[src/rtl/fifo_flops_v2_pkg.sv]
// Shared types and helpers for the fifo_flops_v2 FIFO family.
package fifo_v2_pkg;

    localparam int DEF_DEPTH = 8;
    localparam int DEF_BITS  = 16;

    // Snapshot of every status flag, used by the top to bundle its outputs
    // and available to checkers or scoreboards.
    typedef struct packed {
        logic full;
        logic pndng;
        logic almost_full;
        logic almost_empty;
        logic overflow;
        logic underflow;
    } fifo_status_t;

    // Width that can hold every value 0..depth inclusive.
    function automatic int clog2_plus1(input int depth);
        int width;
        width = 1;
        while ((1 << width) < (depth + 1)) begin
            width++;
        end
        return width;
    endfunction

endpackage

[src/rtl/fifo_flops_v2_ptr.sv]
// Wrapping FIFO pointer: advances by one when enabled, wraps from depth-1
// back to 0 so that any integer depth works, not just powers of two.
module fifo_v2_ptr #(
    parameter  int depth = 8,
    localparam int PW    = (depth > 1) ? $clog2(depth) : 1
) (
    input  logic          clk,
    input  logic          rst,
    input  logic          en,
    output logic [PW-1:0] ptr
);

    localparam logic [PW-1:0] LAST_IDX = PW'(depth - 1);

    logic [PW-1:0] ptr_q;
    logic [PW-1:0] ptr_d;

    // Next pointer value with an explicit wrap at the last entry.
    always_comb begin
        ptr_d = ptr_q;
        if (en) begin
            ptr_d = (ptr_q == LAST_IDX) ? '0 : (ptr_q + PW'(1));
        end
    end

    // Pointer register; reset returns it to entry 0.
    always_ff @(posedge clk) begin
        if (rst) begin
            ptr_q <= '0;
        end else begin
            ptr_q <= ptr_d;
        end
    end

    assign ptr = ptr_q;

endmodule

[src/rtl/fifo_flops_v2.sv]
// Flop-based synchronous FIFO with arbitrary depth, occupancy count,
// almost-full/almost-empty thresholds, sticky error flags and a choice of
// registered-pop or first-word-fall-through read port.
module fifo_flops_v2
    import fifo_v2_pkg::*;
#(
    parameter  int depth    = DEF_DEPTH,
    parameter  int bits     = DEF_BITS,
    parameter  int AF_LEVEL = depth - 1,
    parameter  int AE_LEVEL = 1,
    parameter  int FWFT     = 0,
    localparam int CW       = clog2_plus1(depth),
    localparam int PW       = (depth > 1) ? $clog2(depth) : 1
) (
    input  logic            clk,
    input  logic            rst,
    input  logic [bits-1:0] Din,
    input  logic            push,
    input  logic            pop,
    input  logic            clr_err,
    output logic [bits-1:0] Dout,
    output logic            full,
    output logic            pndng,
    output logic            almost_full,
    output logic            almost_empty,
    output logic [CW-1:0]   count,
    output logic            overflow,
    output logic            underflow
);

    // Parameter sanity checks at elaboration time.
    if (depth < 2) begin : g_bad_depth
        $error("fifo_flops_v2: depth must be at least 2");
    end
    if ((AF_LEVEL < 1) || (AF_LEVEL > depth)) begin : g_bad_af
        $error("fifo_flops_v2: AF_LEVEL must lie in 1..depth");
    end
    if ((AE_LEVEL < 0) || (AE_LEVEL > depth - 1)) begin : g_bad_ae
        $error("fifo_flops_v2: AE_LEVEL must lie in 0..depth-1");
    end

    localparam logic [CW-1:0] DEPTH_C = CW'(depth);
    localparam logic [CW-1:0] AF_C    = CW'(AF_LEVEL);
    localparam logic [CW-1:0] AE_C    = CW'(AE_LEVEL);

    logic [bits-1:0] mem [depth];

    logic [PW-1:0]   wr_ptr;
    logic [PW-1:0]   rd_ptr;
    logic [CW-1:0]   count_q;
    logic [CW-1:0]   count_d;
    logic            overflow_q;
    logic            overflow_d;
    logic            underflow_q;
    logic            underflow_d;
    logic            push_ok;
    logic            pop_ok;
    logic            wr_en;
    logic            rd_en;
    fifo_status_t    status;

    // Handshake qualification. A pop needs data; a push needs room, where a
    // simultaneous accepted pop frees the slot it would otherwise lack.
    // Reset overrides every request in its cycle.
    always_comb begin
        pop_ok  = pop & (count_q != '0);
        push_ok = push & ((count_q != DEPTH_C) | pop_ok);
        wr_en   = push_ok & ~rst;
        rd_en   = pop_ok & ~rst;
    end

    fifo_v2_ptr #(.depth(depth)) u_wr_ptr (
        .clk (clk),
        .rst (rst),
        .en  (wr_en),
        .ptr (wr_ptr)
    );

    fifo_v2_ptr #(.depth(depth)) u_rd_ptr (
        .clk (clk),
        .rst (rst),
        .en  (rd_en),
        .ptr (rd_ptr)
    );

    // Storage write; contents are deliberately left untouched by reset.
    always_ff @(posedge clk) begin
        if (wr_en) begin
            mem[wr_ptr] <= Din;
        end
    end

    // Occupancy: +1 on push alone, -1 on pop alone, unchanged otherwise.
    always_comb begin
        count_d = count_q;
        case ({push_ok, pop_ok})
            2'b10:   count_d = count_q + CW'(1);
            2'b01:   count_d = count_q - CW'(1);
            default: count_d = count_q;
        endcase
    end

    // Sticky error flags: a new refusal sets the flag even when clr_err is
    // asserted in the same cycle.
    always_comb begin
        overflow_d  = (push & ~push_ok) | (overflow_q & ~clr_err);
        underflow_d = (pop & ~pop_ok) | (underflow_q & ~clr_err);
    end

    // Occupancy and error flag registers.
    always_ff @(posedge clk) begin
        if (rst) begin
            count_q     <= '0;
            overflow_q  <= 1'b0;
            underflow_q <= 1'b0;
        end else begin
            count_q     <= count_d;
            overflow_q  <= overflow_d;
            underflow_q <= underflow_d;
        end
    end

    // Read port: registered on pop, or a direct view of the head entry.
    if (FWFT == 0) begin : g_reg_pop
        logic [bits-1:0] dout_q;
        logic [bits-1:0] dout_d;

        // Load the head word only on an accepted pop; hold otherwise.
        always_comb begin
            dout_d = dout_q;
            if (pop_ok) begin
                dout_d = mem[rd_ptr];
            end
        end

        // Output data register.
        always_ff @(posedge clk) begin
            if (rst) begin
                dout_q <= '0;
            end else begin
                dout_q <= dout_d;
            end
        end

        assign Dout = dout_q;
    end else begin : g_fwft
        // Head word is shown while the FIFO holds data; zero when empty.
        always_comb begin
            Dout = '0;
            if (count_q != '0) begin
                Dout = mem[rd_ptr];
            end
        end
    end

    // Status flags derived from the registered occupancy.
    always_comb begin
        status.full         = (count_q == DEPTH_C);
        status.pndng        = (count_q != '0);
        status.almost_full  = (count_q >= AF_C);
        status.almost_empty = (count_q <= AE_C);
        status.overflow     = overflow_q;
        status.underflow    = underflow_q;
    end

    assign full         = status.full;
    assign pndng        = status.pndng;
    assign almost_full  = status.almost_full;
    assign almost_empty = status.almost_empty;
    assign overflow     = status.overflow;
    assign underflow    = status.underflow;
    assign count        = count_q;

endmodule
[config.mk]
export PLATFORM = sky130hd
export DESIGN_NAME = fifo_flops_v2
export DESIGN_NICKNAME = d
export VERILOG_FILES = /design/src/rtl/fifo_flops_v2_pkg.sv /design/src/rtl/fifo_flops_v2_ptr.sv /design/src/rtl/fifo_flops_v2.sv
export SDC_FILE = /design/constraint.sdc
export NUM_CORES = 1
export LEC_CHECK = 0
export CAP_MARGIN = 20
export CELL_PAD_IN_SITES_DETAIL_PLACEMENT = 2
export CELL_PAD_IN_SITES_GLOBAL_PLACEMENT = 2
export CORE_ASPECT_RATIO = 0.5
export CORE_MARGIN = 1.5
export CORE_UTILIZATION = 30
export DETAILED_ROUTE_END_ITERATION = 10
export PLACE_DENSITY_LB_ADDON = 0.1
export SLEW_MARGIN = 20
export SYNTH_ARGS = -nofsm -noshare
export SYNTH_HDL_FRONTEND = slang
export SYNTH_HIERARCHICAL = 1
export SYNTH_SLANG_ARGS = --single-unit
[constraint.sdc]
create_clock -name clk -period 6.1 [get_ports clk]
set_clock_uncertainty 0.05 [all_clocks]
set_input_delay 0.61 -clock clk [delete_from_list [all_inputs] [get_ports clk]]
set_output_delay 0.61 -clock clk [all_outputs]
set_load 0.005 [all_outputs]
# --- Yosys cells after proc, flatten, opt, wreduce, memory -nomap -nowiden ---
# Memories as Yosys holds them, arrays and structs flattened. A register that Yosys moved wholly into a read port is not among the register bits.
# Cells that the tools add are included.
totals:
  ff_bits: 12
  ramBits: 128
  output_inout_bits: 26
  mem_count: 1
memory_table:
  columns: ["memory", "depth", "word_bits", "rd", "rd_clocked_by_memory_dff", "write_ports", "line_no", "text"]
  rows:
  - ["mem", 8, 16, 1, 1, 1, "fifo_flops_v2.sv:46", "logic [bits-1:0] mem [depth];"]
classes:
  add_sub_neg: 4
  magnitude_cmp: 2
  n_eq_ne: 6
  mux: 5
  bitwise: 15
  reduce_logical: 2
ops:
  columns: ["cell", "n"]
  rows:
  - ["$and A1 B1 Y1", 8]
  - ["$pmux W4 S2", 1]
  - ["$add A3 B1 Y3 const B", 2]
  - ["$eq A3 B3 Y1 const B", 2]
  - ["$mux W3", 2]
  - ["$add A4 B1 Y4 const B", 1]
  - ["$eq A4 B4 Y1 const B", 1]
  - ["$ge A4 B3 Y1 const B", 1]
  - ["$le A4 B1 Y1 const B", 1]
  - ["$ne A4 B4 Y1 const B", 1]
  - ["$not A1 Y1", 4]
  - ["$reduce_bool A4 Y1", 1]
  - ["$sub A4 B1 Y4 const B", 1]
  - ["$or A1 B1 Y1", 3]
  - ["$eq A2 B1 Y1 const B", 1]
  - ["$eq A2 B2 Y1 const B", 1]
  - ["$mux W1", 2]
  - ["$reduce_bool A2 Y1", 1]

# --- Longest topological paths before layout ---
# Gate-level depths: netlist of run 1.
logic_depth:
  depth_word: 7
  mapped_depth: 8

# --- By module ---
# The synthesis of run 1 kept the hierarchy.
by_module_without_submodules:
  columns: ["mod", "n_inst", "cells_per_inst", "area_per_inst_um2"]
  rows:
  - ["fifo_flops_v2", 1, 353, 5913.2]
  - ["fifo_v2_ptr", 2, 13, 141.4]

# --- Worst setup path after synthesis of run 1 ---
# No wires, ideal clock.
synth_timing:
  kind: "flip-flop to flip-flop"
  from: "register count_q[0] (netlist: count[0])"
  to: "memory mem[1][0] (netlist name) (enable)"
  setup_ps: 409
  arrival_time_ps: 2613
  required_time_ps: 5641
  slack_ps: 3028
  path_stages_with_launch: 7
  path_buffers: 0
  period_less_slack_ps: 3072
  path_cell_list: "dfxtp_1 -> inv_1 -> ha_1 -> and4bb_1 -> nor3b_2 -> nand2_1 -> nor3_1"
synth_between:
  elab_chain_len: 7
synth_rtl:
  columns: ["element", "line_no", "text"]
  rows:
  - ["from (decl)", "fifo_flops_v2.sv:50", "logic [CW-1:0] count_q;"]
  - ["from (signal assigned)", "fifo_flops_v2.sv:117", "count_q <= count_d;"]
  - ["$reduce_bool A4 Y1", "fifo_flops_v2.sv:66", "pop_ok = pop & (count_q != '0);"]
  - ["$and A1 B1 Y1", "fifo_flops_v2.sv:66", null]
  - ["$or A1 B1 Y1 *", "fifo_flops_v2.sv:67", "push_ok = push & ((count_q != DEPTH_C) | pop_ok);"]
  - ["$and A1 B1 Y1 *", "fifo_flops_v2.sv:67", null]
  - ["$and A1 B1 Y1 *", "fifo_flops_v2.sv:68", "wr_en = push_ok & ~rst;"]
  - ["via wr_en", "fifo_flops_v2.sv:58", "logic wr_en;"]
  - ["$mux W1 *", "fifo_flops_v2.sv:88", "if (wr_en) begin"]
  - ["$mux W1 (not written as such) *", "fifo_flops_v2.sv:89", "mem[wr_ptr] <= Din;"]
  - ["to (decl)", "fifo_flops_v2.sv:46", null]
# The timed path passes the listed nets; every way through them passes the cells marked *.

# --- Worst setup path after layout of run 1 ---
layout_timing:
  from: "input port pop"
  to: "memory mem[7][0] (netlist name) (enable)"
layout_between:
  elab_chain_len: 6
layout_rtl:
  columns: ["element", "line_no", "text"]
  rows:
  - ["from (decl)", "fifo_flops_v2.sv:19", "input logic pop,"]
  - ["$and A1 B1 Y1", "fifo_flops_v2.sv:66", null]
  - ["$or A1 B1 Y1", "fifo_flops_v2.sv:67", null]
  - ["$and A1 B1 Y1", "fifo_flops_v2.sv:67", null]
  - ["$and A1 B1 Y1", "fifo_flops_v2.sv:68", null]
  - ["via wr_en", "fifo_flops_v2.sv:58", null]
  - ["$mux W1", "fifo_flops_v2.sv:88", null]
  - ["$mux W1 (not written as such)", "fifo_flops_v2.sv:89", null]
# The timed path passes the listed nets, and every way through them passes these cells.

==> metrics.md, run 1 <==
| Metric | Value |
|---|---|
| Run status | finished clean |
| CTS Buf Count | 17 |
| Die Ht | 105 microns |
| Routed wire per std cell | 22.7 microns |
| Net Sw Frac | 24.5% |
| Clk pwr share | 40.7% |
| Final wirelength | 16.2 mm |
| Top cells by area, synth | edfxtp_1 (62%), mux2i_1 (11%), dfxtp_1 (9.0%) |
| Max-Cap Viols | 0 |
| Vias | 3550 |
| Crit path launch | pop |
| Diode count | 0 |
| Number of port buffers | 46 |
| DIE AREA | 0.0216 sq mm |
| CTS tree | built |
| Endpoints failing setup | 0 |
| Via count of the first global-routing pass | 3846 |
| Row count | 36 |
| Initial core utilization | 31.2% |
| Cell Area, Synth | 0.00620 sq mm |
| Gr usage total | 16.0% |
| RSZ-0062 raised after global routing | false |
| Antenna Nets Post-Route | 0 |
| Max-slew violations | 0 |
| Post-CTS sizing | 0 |
| Nets | 462 |
| Met2 Usage GRT | 23.6% |
| Clock slew seen by the registers of the worst setup and hold paths | 0.06 ns |
| Rel. slew slack | 32.0% |
| CP endpoint | mem[7][0]$_DFFE_PP_ |
| Layout area overhead | 21.0% |
| Yosys warning total | 6 |
| Fin cells | 713 |
| R2r setup slk | 3.33 ns |
| Largest net degree at the start of global routing | 46 |
| Peak Freq | 352 MHz |
| Crit share post-route | 46.5% |
| Critical-path maximum fanout | 16 |
| Busiest metal layer after global routing | met2 |
| Hold Path Stages | 1 |
| Worst r2r src | count[0]$_SDFFE_PP0P_ |
| Share of layout cells above drive strength 1 | 12.3% |
| GRT overflow | 0 |
| Final core utilization | 37.7% |
| Critical Path AT | 2.89 ns |
| Cell count of the worst reg-to-reg path | 7 |
| Gpl congestion | 0.745 |
| First-pass GRT wire length | 24.2 mm |
| CP Data Required Time | 6.16 ns |
| Hold WC Path Type | reg2reg |
| Synth cell types | 39 |
| Met3 Usage GRT | 4.40% |
| Yosys reg bits | 156 |
| Syn Nets | 407 |
| Core Region | 0.0199 sq mm |
| Clock Latency Late Sink | 0.43 ns |
| Fillers | 1945 |
| Leak Pwr | 2.36 nW |
| Pint | 1.86 mW |
| Post-CTS Setup Bufs | 0 |
| Root Driver | clkbuf_16 |
| Initial DRC Count | 310 |
| Boundary Pins | 47 |
| Drt via density | 4.98 |
| Setup Crit Path Kind | in2reg |
| Mapped Avg Cell Area | 16.3 sq um |
| Critical Path Start Type | primary input |
| Switching Power | 0.602 mW |
| Worst setup margin | 3.26 ns |
| Power share of the sequential group | 49.3% |
| Initial antenna violation count | 0 |
| Seq/Total Area, Yosys | 71.1% |
| Post-DP HPWL | 10.9 mm |
| DRT Pass-1 Iters | 5 |
| CTS max path bufs | 2 |
| Kind of end point of the critical path | register |
| Reg-to-reg endpoint | mem[7][0]$_DFFE_PP_ |
| Maximum vdd drop | 0.172 mV |
| Combinational power share | 10.0% |
| M1 GR Usage | 23.1% |
| Final Hold Viols | 0 |
| Post-CTS Hold Buffers | 0 |
| Mapped Cells | 379 |
| Synth area leader | edfxtp_1 |
| Clock sinks | 156 |
| Htree depth | 4 |
| Pwr/cell area | 328 mW/mm^2 |
| Dpl cells | 681 |
| Pre-CTS setup slack | 2.81 ns |
| Post-layout min period | 2.84 ns |
| Worst slew pin tran | 1.02 ns |
| Remaining DRCs | 0 |
| Yosys top cell area share | 62.0% |
| Die W | 206 microns |
| Post-Route Setup TNS | 0 ns |
==> cell usage in the layout, fill, tap and decap left out, types with 2 or more instances in the layout <==
cell type and n:
a21oi_2 2, inv_6 3, or3_1 2, nor3_1 2, a32o_1 16, nand2_1 6, clkbuf_8 3, or3b_1 2
a21oi_1 6, a22oi_1 32, nand3b_1 3, clkinvlp_4 6, edfxtp_1 128, nor3_2 2, o21ai_0 3, nor2b_1 6
nand2b_1 8, o21ai_1 2, nor2_1 14, dfxtp_1 27, nand3_1 2, inv_1 2, nor2_2 3, clkdlybuf4s50_1 46
a31oi_1 2, clkbuf_16 17, mux2i_1 67, ha_1 7, buf_4 11
==> per-layer routing <==
metal / routed length [microns] / vias up
li1: - / 1601
met1: 8390 / 1860
met2: 7010 / 76
met3: 680 / 13
met4: 118 / 0
met5: 0 / -
==> through the flow <==
step | cell area [sq um] | hold WS, ns | power (mW)
global placement | 6940 | 0.408 | 1.48
floorplan | 6200 | 0.416 | 1.37
detailed placement | 6940 | 0.419 | 1.48
CTS | 7500 | 0.436 | 2.49
finish | 7500 | 0.432 | 2.46
global route | 7500 | 0.461 | 2.55
==> worst min-delay path by stage <==
stage / start / endpoint / slack (ns)
3_5_place_dp: Dout[3]$_SDFFE_PP0N_ / Dout[3]$_SDFFE_PP0N_ / 0.42
5_1_grt: Dout[3]$_SDFFE_PP0N_ / Dout[3]$_SDFFE_PP0N_ / 0.46
6_report: Dout[5]$_SDFFE_PP0N_ / Dout[5]$_SDFFE_PP0N_ / 0.43
3_3_place_gp: Dout[3]$_SDFFE_PP0N_ / Dout[3]$_SDFFE_PP0N_ / 0.41
2_1_floorplan: Dout[0]$_SDFFE_PP0N_ / Dout[0]$_SDFFE_PP0N_ / 0.42
4_1_cts: Dout[3]$_SDFFE_PP0N_ / Dout[3]$_SDFFE_PP0N_ / 0.44
==> logic make-up (layout without fill, tap and decap cells) <==
group | count (synthesis) | in the layout | share of synthesized area [%]
adder cells (fa/ha/maj) | 7 | 7 | 1.41
XOR/XNOR | 1 | 1 | 0.141
AO/OA/AOI/OAI | 67 | 67 | 8.56
buffers and inverters | 24 | 92 | 2.52
multiplexers | 68 | 68 | 11.0
AND/OR/NAND/NOR | 56 | 56 | 5.27
flip-flops | 156 | 156 | 71.1
==> power by group through the flow <==
stage	clock network, mW	registers [mW]	logic (mW)
floorplan	0	1.22	0.147
finish	1.00	1.21	0.246
CTS	1.03	1.21	0.250
detailed placement	0	1.24	0.249
global route	1.06	1.22	0.268
global placement	0	1.23	0.242
==> sequential cells by signal, indices dropped and copies added, names as in the netlist <==
name and count:
count 4, Dout 16, mem 128, overflow 1, u_rd_ptr/ptr 3, underflow 1
u_wr_ptr/ptr 3
==> worst max-delay path: stages <==
cell and delay [ns]:
clkdlybuf4s50_1 0.73, and4bb_1 0.29, nor3b_2 0.52, nand2_1 0.25, nor2_1 0.19, buf_4 0.29
==> area by class of cell <==
class	count	area (sq um)	share of cell area, %
clock buffer	21	470	6.28
inverter	3	11.3	0.150
timing repair buffer	57	543	7.24
tap	266	333	4.44
sequential	156	4410	58.8
multi-input combinational	199	1650	21.9
clock inverter	11	85.1	1.14
==> synthesized netlist by cell type, drive strengths merged <==
cell and number:
edfxtp 128, mux2i 67, a22oi 32, dfxtp 28
buf 20, nor2 17, a32o 16, a21oi 9
nand2b 9, ha 7, nand2 6, nor2b 6
o21ai 5, nor3 4, inv 3, nand3b 3
a31oi 2, nand3 2, or3 2, or3b 2
a211oi 1, a21o 1, a221oi 1, and2 1
and3b 1, and4bb 1, clkbuf 1, mux2 1
nand4b 1, nor3b 1, xor2 1
No activity file was read; power rests on OpenSTA's default activity.
==> run 2, diff against run 1 <==
Clock period 6.1 ns to 2.7 ns, I/O delays scaled along.
==> metrics.md, run 2 (synthesis results as in run 1) <==
| Metric | Value |
|---|---|
| Run status | finished clean |
| Gr usage total | 16.4% (+0.40 points) |
| Max-slew violations | 0 (unchanged) |
| Die Ht | 105 microns (unchanged) |
| Reg-to-reg endpoint | mem[1][8]$_DFFE_PP_ |
| Pint | 4.36 mW (+130%) |
| Die W | 206 microns (unchanged) |
| Layout area overhead | 24.0% |
| Post-layout min period | 2.43 ns |
| Fillers | 1928 (-0.87%) |
| Post-route cell area | 0.00768 sq mm (+2.5%) |
| Critical-path maximum fanout | 16 (unchanged) |
| Pwr/cell area | 755 mW/mm^2 (+130%) |
| Remaining DRCs | 0 (unchanged) |
| Worst setup margin | 0.268 ns (-2.99 ns) |
| Boundary Pins | 47 (unchanged) |
| Net Sw Frac | 24.9% (+0.37 points) |
| Largest net degree at the start of global routing | 38 (-17%) |
| Max-Cap Viols | 0 (unchanged) |
| Most frequent cells in the layout | edfxtp_1 (128), mux2i_1 (67), clkdlybuf4s50_1 (46) |
| Rel. slew slack | 50.9% (+19 points) |
| Hold Path Stages | 1 (unchanged) |
| Commonest non-fill, non-tap cell in the layout | edfxtp_1 |
| Clock Latency Late Sink | 0.43 ns (about the same) |
| Antenna Nets Post-Route | 0 (unchanged) |
| Post-DP HPWL | 11.2 mm (+3.2%) |
| Post-CTS sizing | 0 (unchanged) |
| Gpl congestion | 0.724 (-2.8%) |
| Initial antenna violation count | 0 (unchanged) |
| CP max-delay cell | dfxtp_1 |
| Combinational power share | 10.1% (about the same) |
| Row count | 36 (unchanged) |
| Via count of the first global-routing pass | 3921 (+2.0%) |
| Clock slew seen by the registers of the worst setup and hold paths | 0.06 ns (about the same) |
| Core Region | 0.0199 sq mm (unchanged) |
| Most flops, register | mem |
| Drt via density | 4.92 (-1.3%) |
| Kind of end point of the critical path | register |
| Placed Area | 0.00708 sq mm (+1.9%) |
| Pre-CTS setup slack | 0.258 ns (-2.56 ns) |
| First-pass GRT wire length | 24.9 mm (+2.9%) |
| Worst r2r src | count[0]$_SDFFE_PP0P_ |
| Diode count | 0 (unchanged) |
| Setup Crit Path Kind | reg2reg |
| Max stage delay on crit path | 0.45 ns (-0.28 ns) |
| Clock sinks | 156 (unchanged) |
| Number of port buffers | 46 (unchanged) |
| DIE AREA | 0.0216 sq mm (unchanged) |
| Leak Pwr | 2.47 nW (+4.5%) |
| Initial core utilization | 31.2% (unchanged) |
| Peak Freq | 411 MHz |
| Hold WC Path Type | reg2reg |
| Switching Power | 1.44 mW (+140%) |
| Final Hold Viols | 0 (unchanged) |
| Routed wire per std cell | 22.8 microns (+0.50%) |
| Root Driver | clkbuf_16 |
| DRT Pass-1 Iters | 4 (-1) |
| R2r setup slk | 0.27 ns (-3.06 ns) |
| Post-CTS Hold Buffers | 0 (unchanged) |
| Final wirelength | 16.6 mm (+2.3%) |
| Critical Path AT | 2.49 ns (-0.40 ns) |
| Initial DRC Count | 239 (-23%) |
| Maximum vdd drop | 0.444 mV (+160%) |
| Htree depth | 4 (unchanged) |
| Crit path launch | count[0]$_SDFFE_PP0P_ |
| Cell count of the worst reg-to-reg path | 8 (+1) |
| CP Data Required Time | 2.76 ns (-3.40 ns) |
| Clk pwr share | 42.7% (+2.0 points) |
| Power share of the sequential group | 47.2% (-2.1 points) |
| Post-CTS Setup Bufs | 0 (unchanged) |
| Critical-path cell list | inv_1, ha_1, and4bb_1, nor3b_2, buf_4, nand2_1, nor3_2, buf_4 |
| RSZ-0062 raised after global routing | false |
| Post-Route Setup TNS | 0 ns (unchanged) |
| Endpoints failing setup | 0 (unchanged) |
| Share of layout cells above drive strength 1 | 14.8% (+2.5 points) |
| Nets | 475 (+2.8%) |
| Vias | 3569 (+0.54%) |
| Crit share post-route | 90.1% |
| CP endpoint | mem[1][8]$_DFFE_PP_ |
| Worst path most repeated cell | buf_4 |
| CTS Buf Count | 17 (unchanged) |
| CTS tree | built |
| CTS max path bufs | 2 (unchanged) |
| GRT overflow | 0 (unchanged) |
| Max reg flops | 128 (unchanged) |
| Worst slew pin tran | 0.736 ns (-0.284 ns) |
| Critical Path Start Type | register |
## run 2: cell count changes in the layout (fill, tap and decap cells not counted), sizes merged
cell	delta
clkbuf	-3
buf	+13
clkinvlp	-3
bufinv	+2
inv	+4
## run 2: worst max-delay path, delay by kind of cell (launching register included)
kind / cells / cell delay (ns)
adder cells (fa/ha/maj): 1 / 0.30
buffers and inverters: 3 / 0.54
AND/OR/NAND/NOR: 4 / 0.75
flip-flops: 1 / 0.45
## run 2: cell type report
type                       count  area [sq um]  area share, %
sequential                   156          4410           57.4
multi-input combinational    199          1650           21.4
timing repair buffer          70           678           8.83
tap                          266           333           4.33
inverter                       3          11.3          0.147
clock inverter                14           176           2.30
clock buffer                  18           429           5.59
## run 2: through the flow
stage          instances  util, %  hold slack (ns)  power [mW]
3_5_place_dp         694     35.6            0.410        3.39
6_report             726     38.7            0.418        5.80
2_1_floorplan        379        -            0.282        3.09
5_1_grt              726     38.7            0.441        6.02
4_1_cts              726     38.7            0.425        5.88
3_3_place_gp         694     35.6            0.405        3.36
## run 2: routing by layer
layer | GRT usage [%] | share of wire [%] | up-vias
li1 | - | - | 1638
met2 | 25.0 | 45 | 88
met3 | 4.15 | 6.6 | 17
met4 | 4.81 | 1.1 | 0
met5 | 0 | 0 | -
met1 | 22.9 | 47 | 1826
## run 2: how the worst min path moves through the flow
stage	end	start
after floorplan	u_rd_ptr/ptr[0]$_SDFFE_PP0P_	rst
after global placement	Dout[13]$_SDFFE_PP0N_	Dout[13]$_SDFFE_PP0N_
after detailed placement	Dout[7]$_SDFFE_PP0N_	Dout[7]$_SDFFE_PP0N_
after CTS	Dout[7]$_SDFFE_PP0N_	Dout[7]$_SDFFE_PP0N_
after global routing	Dout[7]$_SDFFE_PP0N_	Dout[7]$_SDFFE_PP0N_
final	Dout[7]$_SDFFE_PP0N_	Dout[7]$_SDFFE_PP0N_
## run 2: power groups by stage
stage	clock network, mW	logic, mW	registers (mW)
after floorplan	0	0.332	2.75
after global placement	0	0.576	2.79
after detailed placement	0	0.594	2.79
after CTS	2.54	0.598	2.74
after global routing	2.63	0.637	2.75
final	2.48	0.588	2.74
